## src/rtl/mcpu5_pkg.sv

```systemverilog
// Shared types and opcode constants for the MCPU5 pad-level host driver.
package mcpu5_pkg;

    localparam int unsigned INST_W = 6;
    localparam int unsigned ADDR_W = 6;
    localparam int unsigned DATA_W = 8;

    typedef enum logic [2:0] {
        IDLE,
        RST_LO,
        RST_HI,
        RUN_LO,
        RUN_HI,
        HALT
    } state_e;

    localparam logic [INST_W-1:0] OP_OUT = 6'b111001;
    localparam logic [INST_W-1:0] OP_NOP = 6'b111011;
    localparam logic [INST_W-1:0] OP_NOT = 6'b111000;
    localparam logic [1:0]        OP_LDI = 2'b01;
    localparam logic [1:0]        OP_BCC = 2'b00;

endpackage

```

## src/rtl/mcpu5_host_prog_ram.sv

```systemverilog
// 64x6 program store: synchronous write, asynchronous read.
module mcpu5_host_prog_ram
    import mcpu5_pkg::*;
(
    input  logic              clk,
    input  logic              we_i,
    input  logic [ADDR_W-1:0] waddr_i,
    input  logic [INST_W-1:0] wdata_i,
    input  logic [ADDR_W-1:0] raddr_i,
    output logic [INST_W-1:0] rdata_o
);

    localparam int unsigned DEPTH = 1 << ADDR_W;

    logic [INST_W-1:0] mem_q [DEPTH];

    always_ff @(posedge clk) begin
        if (we_i) begin
            mem_q[waddr_i] <= wdata_i;
        end
    end

    assign rdata_o = mem_q[raddr_i];

endmodule

```

## src/rtl/mcpu5_host.sv

```systemverilog
// Host driver for the MCPU5 pad interface: CPU clock/reset generation, program serving, OUT capture.
// Optional breakpoint support is compiled in with `define MCPU5_HOST_BRK_EN.
module mcpu5_host
    import mcpu5_pkg::*;
#(
    parameter int unsigned CLK_DIV    = 4,
    parameter int unsigned RST_CYCLES = 2,
    parameter int unsigned CNT_W      = 16
) (
    input  logic              clk,
    input  logic              rst,
    output logic [7:0]        cpu_io_in_o,
    input  logic [7:0]        cpu_io_out_i,
    input  logic              prog_we,
    input  logic [5:0]        prog_addr,
    input  logic [5:0]        prog_data,
    input  logic              start,
    input  logic              stop,
    input  logic              step,
`ifdef MCPU5_HOST_BRK_EN
    input  logic              bp_en,
    input  logic [5:0]        bp_addr,
    output logic              brk_hit,
`endif
    output logic              running,
    output logic [5:0]        pc_o,
    output logic [7:0]        out_data,
    output logic              out_valid,
    output logic [CNT_W-1:0]  cycle_cnt
);

    localparam int unsigned TMR_W  = (CLK_DIV > 1) ? $clog2(CLK_DIV) : 1;
    localparam int unsigned RCNT_W = (RST_CYCLES > 1) ? $clog2(RST_CYCLES) : 1;
    localparam logic [TMR_W-1:0]  TMR_LAST  = TMR_W'(CLK_DIV - 1);
    localparam logic [RCNT_W-1:0] RCNT_LAST = RCNT_W'(RST_CYCLES - 1);
    localparam logic [CNT_W-1:0]  CNT_MAX   = '1;

    state_e              state_q, state_d;
    logic [TMR_W-1:0]    tmr_q, tmr_d;
    logic [RCNT_W-1:0]   rcnt_q, rcnt_d;
    logic                cpu_clk_q, cpu_clk_d;
    logic                cpu_rst_q, cpu_rst_d;
    logic [INST_W-1:0]   inst_q, inst_d;
    logic [ADDR_W-1:0]   pc_q, pc_d;
    logic [DATA_W-1:0]   out_data_q, out_data_d;
    logic                out_valid_q, out_valid_d;
    logic [CNT_W-1:0]    cnt_q, cnt_d;
    logic                stop_pend_q, stop_pend_d;
    logic                step_mode_q, step_mode_d;
    logic                running_q, running_d;

    logic                phase_last;
    logic                stop_any;
    logic                brk_now;
    logic                go_run;
    logic                go_halt;
    logic [ADDR_W-1:0]   ram_raddr;
    logic [INST_W-1:0]   ram_rdata;
    logic                ram_we;

    assign phase_last = (tmr_q == TMR_LAST);
    assign stop_any   = stop_pend_q | stop;
    assign ram_we     = prog_we && (state_q == IDLE || state_q == HALT);
    // Entries into RUN_LO from a sampling phase must fetch at the freshly sampled pc
    assign ram_raddr  = (state_q == RST_HI || state_q == RUN_HI) ? cpu_io_out_i[5:0] : pc_q;

`ifdef MCPU5_HOST_BRK_EN
    assign brk_now = bp_en && (cpu_io_out_i[5:0] == bp_addr);
`else
    assign brk_now = 1'b0;
`endif

    mcpu5_host_prog_ram u_prog_ram (
        .clk     (clk),
        .we_i    (ram_we),
        .waddr_i (prog_addr),
        .wdata_i (prog_data),
        .raddr_i (ram_raddr),
        .rdata_o (ram_rdata)
    );

    // Next-state and phase-output logic
    always_comb begin
        state_d     = state_q;
        rcnt_d      = rcnt_q;
        cpu_clk_d   = cpu_clk_q;
        cpu_rst_d   = cpu_rst_q;
        inst_d      = inst_q;
        pc_d        = pc_q;
        out_data_d  = out_data_q;
        out_valid_d = 1'b0;
        cnt_d       = cnt_q;
        stop_pend_d = stop_pend_q | (stop & running_q);
        step_mode_d = step_mode_q;
        running_d   = running_q;
        go_run      = 1'b0;
        go_halt     = 1'b0;

        if (state_q == IDLE || state_q == HALT || phase_last) begin
            tmr_d = '0;
        end else begin
            tmr_d = tmr_q + TMR_W'(1);
        end

        unique case (state_q)
            IDLE: begin
                if (start && !stop) begin
                    state_d     = RST_LO;
                    cpu_clk_d   = 1'b0;
                    cpu_rst_d   = 1'b1;
                    rcnt_d      = '0;
                    stop_pend_d = 1'b0;
                    running_d   = 1'b1;
                end
            end
            RST_LO: begin
                if (phase_last) begin
                    state_d   = RST_HI;
                    cpu_clk_d = 1'b1;
                end
            end
            RST_HI: begin
                if (phase_last) begin
                    if (rcnt_q == RCNT_LAST) begin
                        pc_d = cpu_io_out_i[5:0];
                        if (stop_any) begin
                            go_halt = 1'b1;
                        end else begin
                            go_run = 1'b1;
                        end
                    end else begin
                        rcnt_d    = rcnt_q + RCNT_W'(1);
                        state_d   = RST_LO;
                        cpu_clk_d = 1'b0;
                    end
                end
            end
            RUN_LO: begin
                if (phase_last) begin
                    if (inst_q == OP_OUT) begin
                        out_data_d  = cpu_io_out_i;
                        out_valid_d = 1'b1;
                    end
                    state_d   = RUN_HI;
                    cpu_clk_d = 1'b1;
                    if (cnt_q != CNT_MAX) begin
                        cnt_d = cnt_q + CNT_W'(1);
                    end
                end
            end
            RUN_HI: begin
                if (phase_last) begin
                    pc_d = cpu_io_out_i[5:0];
                    if (stop_any || step_mode_q || brk_now) begin
                        go_halt = 1'b1;
                    end else begin
                        go_run = 1'b1;
                    end
                end
            end
            HALT: begin
                if (stop) begin
                    state_d = HALT;
                end else if (start) begin
                    go_run      = 1'b1;
                    step_mode_d = 1'b0;
                end else if (step) begin
                    go_run      = 1'b1;
                    step_mode_d = 1'b1;
                end
            end
            default: begin
                state_d = IDLE;
            end
        endcase

        if (go_run) begin
            state_d   = RUN_LO;
            cpu_clk_d = 1'b0;
            cpu_rst_d = 1'b0;
            inst_d    = ram_rdata;
            running_d = 1'b1;
        end
        if (go_halt) begin
            state_d     = HALT;
            cpu_clk_d   = 1'b0;
            cpu_rst_d   = 1'b0;
            inst_d      = OP_NOP;
            stop_pend_d = 1'b0;
            step_mode_d = 1'b0;
            running_d   = 1'b0;
        end
    end

    always_ff @(posedge clk or posedge rst) begin
        if (rst) begin
            state_q     <= IDLE;
            tmr_q       <= '0;
            rcnt_q      <= '0;
            cpu_clk_q   <= 1'b0;
            cpu_rst_q   <= 1'b1;
            inst_q      <= OP_NOP;
            pc_q        <= '0;
            out_data_q  <= '0;
            out_valid_q <= 1'b0;
            cnt_q       <= '0;
            stop_pend_q <= 1'b0;
            step_mode_q <= 1'b0;
            running_q   <= 1'b0;
        end else begin
            state_q     <= state_d;
            tmr_q       <= tmr_d;
            rcnt_q      <= rcnt_d;
            cpu_clk_q   <= cpu_clk_d;
            cpu_rst_q   <= cpu_rst_d;
            inst_q      <= inst_d;
            pc_q        <= pc_d;
            out_data_q  <= out_data_d;
            out_valid_q <= out_valid_d;
            cnt_q       <= cnt_d;
            stop_pend_q <= stop_pend_d;
            step_mode_q <= step_mode_d;
            running_q   <= running_d;
        end
    end

`ifdef MCPU5_HOST_BRK_EN
    logic brk_hit_q, brk_hit_d;

    // Sticky breakpoint flag; a new hit takes priority over a same-cycle clear
    always_comb begin
        brk_hit_d = brk_hit_q;
        if (start || step) begin
            brk_hit_d = 1'b0;
        end
        if (state_q == RUN_HI && phase_last && brk_now) begin
            brk_hit_d = 1'b1;
        end
    end

    always_ff @(posedge clk or posedge rst) begin
        if (rst) begin
            brk_hit_q <= 1'b0;
        end else begin
            brk_hit_q <= brk_hit_d;
        end
    end

    assign brk_hit = brk_hit_q;
`endif

    assign cpu_io_in_o = {inst_q, cpu_rst_q, cpu_clk_q};
    assign running     = running_q;
    assign pc_o        = pc_q;
    assign out_data    = out_data_q;
    assign out_valid   = out_valid_q;
    assign cycle_cnt   = cnt_q;

endmodule
```

## config.mk

```make
export PLATFORM = sky130hd
export DESIGN_NAME = mcpu5_host
export DESIGN_NICKNAME = d
export VERILOG_FILES = /design/src/rtl/mcpu5_pkg.sv /design/src/rtl/mcpu5_host_prog_ram.sv /design/src/rtl/mcpu5_host.sv
export SDC_FILE = /design/constraint.sdc
export NUM_CORES = 1
export LEC_CHECK = 0
export BUFFER_PORTS_ARGS = -buffer_cell sky130_fd_sc_hd__buf_2
export CAP_MARGIN = 25
export CORE_UTILIZATION = 34
export CTS_CLUSTER_DIAMETER = 150
export DETAILED_ROUTE_END_ITERATION = 8
export GPL_ROUTABILITY_DRIVEN = 0
export GPL_TIMING_DRIVEN = 0
export HOLD_SLACK_MARGIN = 0.15
export SKIP_CTS_REPAIR_TIMING = 1
export SLEW_MARGIN = 10
export SYNTH_ARGS = -nofsm -noshare
export SYNTH_HDL_FRONTEND = slang
export SYNTH_SLANG_ARGS = --single-unit
```

## constraint.sdc

```tcl
create_clock -name clk -period 2.4 [get_ports clk]
set_input_delay 0 -clock clk [delete_from_list [all_inputs] [get_ports clk]]
set_output_delay 0 -clock clk [all_outputs]
set_load 0.01 [all_outputs]
```

==> results of run 1 <==
logic make-up (layout without fill, tap and decap cells):
logic type / count (synthesis) / count (layout) / synth area share
buffers and inverters: 55 / 269 / 0.0172
and+or+nand+nor: 265 / 265 / 0.0694
muxes: 121 / 121 / 0.115
DFF: 432 / 432 / 0.731
xor gates and xnor gates: 17 / 17 / 0.00898
AOI/OAI and AO/OA: 134 / 134 / 0.0568
adders and majority gates: 2 / 2 / 0.00144
synth_stat cells, types with 4 or more instances:
| master | instances | share of area |
|---|---|---|
| edfxtp_1 | 384 | 0.66 |
| nor2_1 | 99 | 0.021 |
| nand2_1 | 71 | 0.015 |
| mux4_2 | 60 | 0.078 |
| dfrtp_1 | 42 | 0.060 |
| mux2i_1 | 36 | 0.021 |
| nand3_1 | 29 | 0.0083 |
| mux2_2 | 22 | 0.014 |
| a211oi_1 | 18 | 0.0078 |
| o21ai_0 | 18 | 0.0052 |
| a22oi_1 | 16 | 0.0069 |
| and3_1 | 16 | 0.0057 |
| buf_2 | 12 | 0.0034 |
| clkbuf_1 | 12 | 0.0026 |
| a21oi_1 | 11 | 0.0032 |
| inv_1 | 11 | 0.0024 |
| a32oi_1 | 10 | 0.0050 |
| nor3_1 | 10 | 0.0029 |
| a211o_1 | 9 | 0.0045 |
| a31oi_1 | 9 | 0.0032 |
| buf_4 | 9 | 0.0039 |
| xor2_1 | 9 | 0.0045 |
| a221oi_1 | 7 | 0.0035 |
| nand4_1 | 7 | 0.0025 |
| nor2b_1 | 7 | 0.0025 |
| xnor2_1 | 7 | 0.0035 |
| a311oi_1 | 6 | 0.0030 |
| buf_6 | 6 | 0.0039 |
| dfstp_2 | 6 | 0.0091 |
| a222oi_1 | 5 | 0.0029 |
| buf_1 | 5 | 0.0011 |
| nor2_2 | 4 | 0.0014 |
layer usage:
layer | GRT usage | part of all wire | up-vias
met5 | 0 | 0.0010 | -
met4 | 0.0539 | 0.033 | 6
met3 | 0.0362 | 0.080 | 104
met2 | 0.263 | 0.47 | 456
met1 | 0.231 | 0.42 | 5221
li1 | - | - | 4472
state kept, by name (all words and copies together) (netlist names):
register          cells
cycle_cnt            16
step_mode_q           1
u_prog_ram.mem_q    384
out_valid             1
cpu_clk_q             1
inst_q                6
running               1
pc_o                  6
state_q               3
stop_pend_q           1
rcnt_q                1
tmr_q                 2
cpu_rst_q             1
out_data              8
worst max-delay path, stage by stage, from the launching register on:
cell,delay (ns)
dfrtp_2,0.48
xor2_4,0.23
and2_4,0.20
nor2_4,0.21
buf_12,0.19
buf_12,0.14
mux2i_1,0.10
a222oi_1,0.55
a211oi_1,0.19
a311oi_2,0.40
and3_2,0.31
power by group:
part	total (mW)	internal, mW	switching [mW]
Clock	6.87	4.01	2.86
Combinational	9.64	4.15	5.49
Sequential	8.71	8.46	0.243
Total	25.2	16.6	8.59
worst max-delay path by stage:
stage | from | end | cells past startpoint
after CTS | state_q[2] | inst_q[0] | 9
after global placement | state_q[2] | inst_q[0] | 9
after detailed placement | state_q[2] | inst_q[0] | 9
after floorplan | state_q[2] | inst_q[0] | 11
after global routing | state_q[2] | inst_q[1] | 9
final | state_q[1] | inst_q[4] | 10
stage by stage:
step | instances | setup WS, ns | hold slack [ns]
final | 1912 | -0.700 | 0.192
after global routing | 1912 | -0.667 | 0.199
after CTS | 1846 | -1.48 | -0.538
after detailed placement | 1767 | -1.43 | 0.0595
after global placement | 1760 | -1.46 | 0.209
after floorplan | 1026 | -0.0612 | 0.0901
area by class of cell:
type                            count  area [µm²]
Buffer                             41         398
Timing Repair Buffer              138        1100
Clock buffer                       57        1180
Clock inverter                     22         248
Multi-Input combinational cell    539        5320
Fill cell                        4349       28500
Inverter                           11        41.3
Sequential cell                   432       12700
Tap cell                          672         841
layout by cell type, fill, tap and decap left out, types with 15 or more instances in the layout:
master	count
buf_4	39
buf_2	71
clkbuf_1	15
dfrtp_1	41
mux2_2	22
clkbuf_16	45
dlygate4sd3_1	23
mux2i_1	32
edfxtp_1	384
a211oi_1	16
nor2_4	66
nand3_1	24
nand2_1	63
nor2_1	31
mux4_2	60
buf_12	17
==> impl_metrics.yaml, run 1 <==
status:
  status: "complete, but fails checks"
  violations: "setup timing"
setup_path:
  required_ns: 2.88
  reg2reg_from: "state_q[1]"
  ff2ff_path_depth: 10
  cp.arrival_ns: 3.58
  reg2reg_slack_ns: -0.70
  cp_max_fo: 5
  critPathCaptureType: "flip-flop"
  start_kind: "flip-flop"
  r2r-end: "inst_q[4]"
  path_class: "reg -> reg"
grt:
  grt_max_degree: 65
  grt_pass1_wl_um: 65100
  grt.total_usage: 0.167
  antenna_found_initial: 3
  grt_pass1_vias: 9888
  gr-total-overflow: 0
timing:
  rsz0062_at_grt: "true"
  period_minus_slack_ns: 3.10
  finClkSkew_ns: 0.0284
  tightestPinTransition_ns: 0.994
  slew_headroom: 0.338
  finalCritPeriodShare: 1.29
  fmax_mhz: 323
  drv_slew: 0
  finalWorstSetupSlack_ns: -0.700
  final-hold-violation-count: 0
  setup_viol: 132
  tns_ns: -11.66
yosys:
  ys_async_sr_fraction: 0.111
  synth_edf_count: 384
  netlist_area_um2: 17400
  synth.avg_cell_area_um2: 17.0
  yosys_warnings: 0
  synth_seq_cells: 432
  synth-main-ff-cell: "edfxtp_1"
  ys_types: 65
  syn_inst: 1026
  yosysSeqAreaShare: 0.731
  synthesis.nets: 1054
flow_run:
  maxCapViolations: 0
clocking:
  clk-insertion-delay-late_ns: 0.57
  clk_pin_slew_ns: 0.06
  root_buffer: "clkbuf_16"
  cts_sinks: 432
  cts_buffer_depth: 3
  cts-htree-levels: 2
  cts-buffers-inserted: 44
  cts_tree: "built"
drt:
  drt_wl_total_um: 44800
  antenna_left: 0
  remaining_drc_errors: 0
  drtIter0Drc: 1115
  routed-via-count: 10300
  drt_first_pass_iters: 7
  wl_per_cell_um: 23.4
  viasPerCell: 5.37
cells_and_area:
  area_growth_pct: 25.6
  post-route-util: 0.434
  final_cell_area_um2: 21900
  nets: 1235
  diodes: 0
  drive_above_1_share: 0.349
hold_path:
  hold_class: "in -> reg"
  whs_endpoint: "step_mode_q"
  hold_depth: 3
  holdCritStartpoint: "start"
placed_design:
  portBuffers: 62
  hpwl_um: 29200
  dpl-instance-area_um2: 18800
die:
  start_util: 0.346
  design.die.area_um2: 52100
  die_w_um: 228
  coreArea_um2: 50400
  io_pins: 66
  num_rows: 82
  fp.dieH_um: 228
pwr:
  powerDensity_nw_per_um2: 1150
  power.total_mw: 25.2
  p_leak_nw: 7.32
  irDropWorstVdd_mv: 0.602
No activity file was read; power rests on OpenSTA's default activity.
==> run 2: changes to the inputs <==
--- a/config.mk
+++ b/config.mk
@@ -17,4 +17,6 @@
 export SLEW_MARGIN = 10
 export SYNTH_ARGS = -nofsm -noshare
 export SYNTH_HDL_FRONTEND = slang
+export SYNTH_HIERARCHICAL = 1
 export SYNTH_SLANG_ARGS = --single-unit
+export TNS_END_PERCENT = 1
==> impl_metrics.yaml, run 2 <==
status:
  status: "complete, but fails checks"
  violations: "setup timing"
drt:
  viasPerCell: 5.32
  antenna_left: 0
  routed-via-count: 9499
  drt_first_pass_iters: 5
  drt_wl_total_um: 42900
  remaining_drc_errors: 0
  drtIter0Drc: 797
  wl_per_cell_um: 24.0
flow_run:
  maxCapViolations: 0
yosys:
  yosysMostFrequentCell: "edfxtp_1"
  yosys_warnings: 6
  netlist_area_um2: 17500
  synthesis.nets: 958
  ys_async_sr_fraction: 0.111
  synth.avg_cell_area_um2: 18.9
  synthTopCellsByCount: "edfxtp_1 (384), mux4_2 (87), nor2_1 (82), dfrtp_1 (42), mux2i_1 (23)"
  yosysTopAreaCellShare: 0.657
  synth_seq_cells: 432
  ys_types: 67
  synth_edf_count: 384
  synth_top_cell_by_area: "edfxtp_1"
  yosysSeqAreaShare: 0.726
  ys_top_cells_by_area: "edfxtp_1 (66%), mux4_2 (11%), dfrtp_1 (6.0%)"
  syn_inst: 930
  synth-main-ff-cell: "edfxtp_1"
grt:
  grt_busiest_layer: "met2"
  grtUsageMet3: 0.0339
  grt_pass1_vias: 9323
  grt.total_usage: 0.160
  grt_max_degree: 65
  grt_pass1_wl_um: 61300
  met1_usage: 0.222
  use_met2: 0.249
  antenna_found_initial: 0
  gr-total-overflow: 0
cells_and_area:
  final_cell_area_um2: 21200
  largest_reg_flops: 384
  drive_above_1_share: 0.364
  nets: 1106
  diodes: 0
  top_register: "u_prog_ram/mem_q"
  fillers: 4470
  final_cell_mix: "edfxtp_1 (384), mux4_2 (88), buf_2 (69)"
  mostFrequentLayoutCell: "edfxtp_1"
  area_growth_pct: 20.6
pwr:
  p_leak_nw: 6.94
  irDropWorstVdd_mv: 0.645
  powerDensity_nw_per_um2: 1200
setup_path:
  required_ns: 2.89
  cp.arrival_ns: 3.78
  cp_max_fo: 11
  start_kind: "flip-flop"
  path_common_cell: "buf_12"
  worstPathCellList: "buf_6 > xor2_4 > and2_4 > buf_8 > mux2_4 > buf_12 > buf_12 > buf_12 > mux4_2 > o221ai_1 > o21ai_1 > a32o_2 > mux2i_1 > nand2_1"
  cpPeakStageDelay_ns: 0.57
  crit_start: "state_q[1]"
  slowest_stage: "mux4_2"
  reg2reg_from: "state_q[1]"
  path_class: "reg -> reg"
  critPathCaptureType: "flip-flop"
die:
  die_w_um: 229
  coreArea_um2: 50500
  design.die.area_um2: 52500
  fp.dieH_um: 229
  num_rows: 82
  io_pins: 66
  start_util: 0.347
timing:
  finalCritPeriodShare: 1.37
  whs_ns: 0.189
  rsz0062_at_grt: "true"
  drv_slew: 0
  period_minus_slack_ns: 3.29
  fmax_mhz: 304
  slew_headroom: 0.452
  finClkSkew_ns: 0.0241
  setup_viol: 390
  finalWorstSetupSlack_ns: -0.894
  tightestPinTransition_ns: 0.822
  final-hold-violation-count: 0
clocking:
  clk_pin_slew_ns: 0.06
  cts-buffers-inserted: 45
  cts_buffer_depth: 3
  root_buffer: "clkbuf_16"
  cts_sinks: 432
  clk-insertion-delay-late_ns: 0.59
  cts_tree: "built"
  cts-htree-levels: 2
placed_design:
  portBuffers: 60
  dpl-instance-area_um2: 18800
  hpwl_um: 28100
hold_path:
  holdCritStartpoint: "cpu_io_out_i[7]"
  hold_class: "in -> reg"
-- run 2: cell count changes after synthesis, moves of 11 or more --
cell and change:
a22oi_1 -14, and3_1 -14, mux2_1 +11, mux2i_1 -13
mux4_2 +27, nand2_1 -49, nor2_1 -17, o21ai_0 -16
o22ai_1 +11
-- run 2: path summary, 6_finish.rpt --
check / endpoint / slack [ns] / depth (start not counted)
max: inst_q[5] / -0.89 / 14
min: out_data[7] / 0.19 / 3
max reg2reg: inst_q[5] / -0.89 / 14
min reg2reg: tmr_q[0] / 0.44 / 1
max in group asynchronous: pc_o[1] / 1.29 / 5
min in group asynchronous: cpu_clk_q / 0.58 / 4
-- run 2: power breakdown --
| part | switching, mW | internal [mW] |
|---|---|---|
| Sequential | 0.204 | 8.47 |
| Combinational | 5.52 | 4.59 |
| Clock | 2.89 | 3.69 |
| Total | 8.62 | 16.8 |
-- run 2: layout make-up --
type                            instances  area [µm²]  share of cell area
Clock buffer                           54        1160              0.0548
Clock inverter                         30         231              0.0109
Tap cell                              672         841              0.0397
Buffer                                 49         435              0.0206
Sequential cell                       432       12700               0.602
Inverter                                5        18.8            0.000887
Timing Repair Buffer                  102         793              0.0375
Multi-Input combinational cell        443        4930               0.233
-- run 2: metal layers --
metal,wire length (µm),part of all wire
met5,0,0
met4,1230,0.029
met3,3110,0.072
met2,20000,0.47
met1,18600,0.43
-- run 2: logic make-up after synthesis --
| family | Yosys count | synth area share |
|---|---|---|
| fa+ha+maj | 2 | 0.00143 |
| mux | 146 | 0.153 |
| flops | 432 | 0.726 |
| simple gates | 194 | 0.0554 |
| xor+xnor | 15 | 0.00792 |
| compound gates | 86 | 0.0365 |
| buf+inv | 55 | 0.0193 |
-- run 2: through the flow --
stage / utilization / setup WS (ns) / power (mW) / std cells / setup TNS (ns)
finish: 0.419 / -0.894 / 25.4 / 1787 / -224.34
floorplan: - / -0.475 / 14.7 / 930 / -2.43
CTS: 0.401 / -1.45 / 24.4 / 1752 / -363.66
global route: 0.419 / -0.936 / 26.3 / 1787 / -270.47
global placement: 0.371 / -1.40 / 17.7 / 1662 / -353.34
detailed placement: 0.373 / -1.43 / 17.8 / 1668 / -362.35
-- run 2: worst max-delay path: cells and delay by family, from the launching register on --
| kind | cells | cell delay, ns |
|---|---|---|
| DFF | 1 | 0.38 |
| buffers and inverters | 5 | 0.78 |
| AOI/OAI and AO/OA | 3 | 0.70 |
| and+or+nand+nor | 2 | 0.23 |
| muxes | 3 | 0.92 |
| xor gates and xnor gates | 1 | 0.18 |
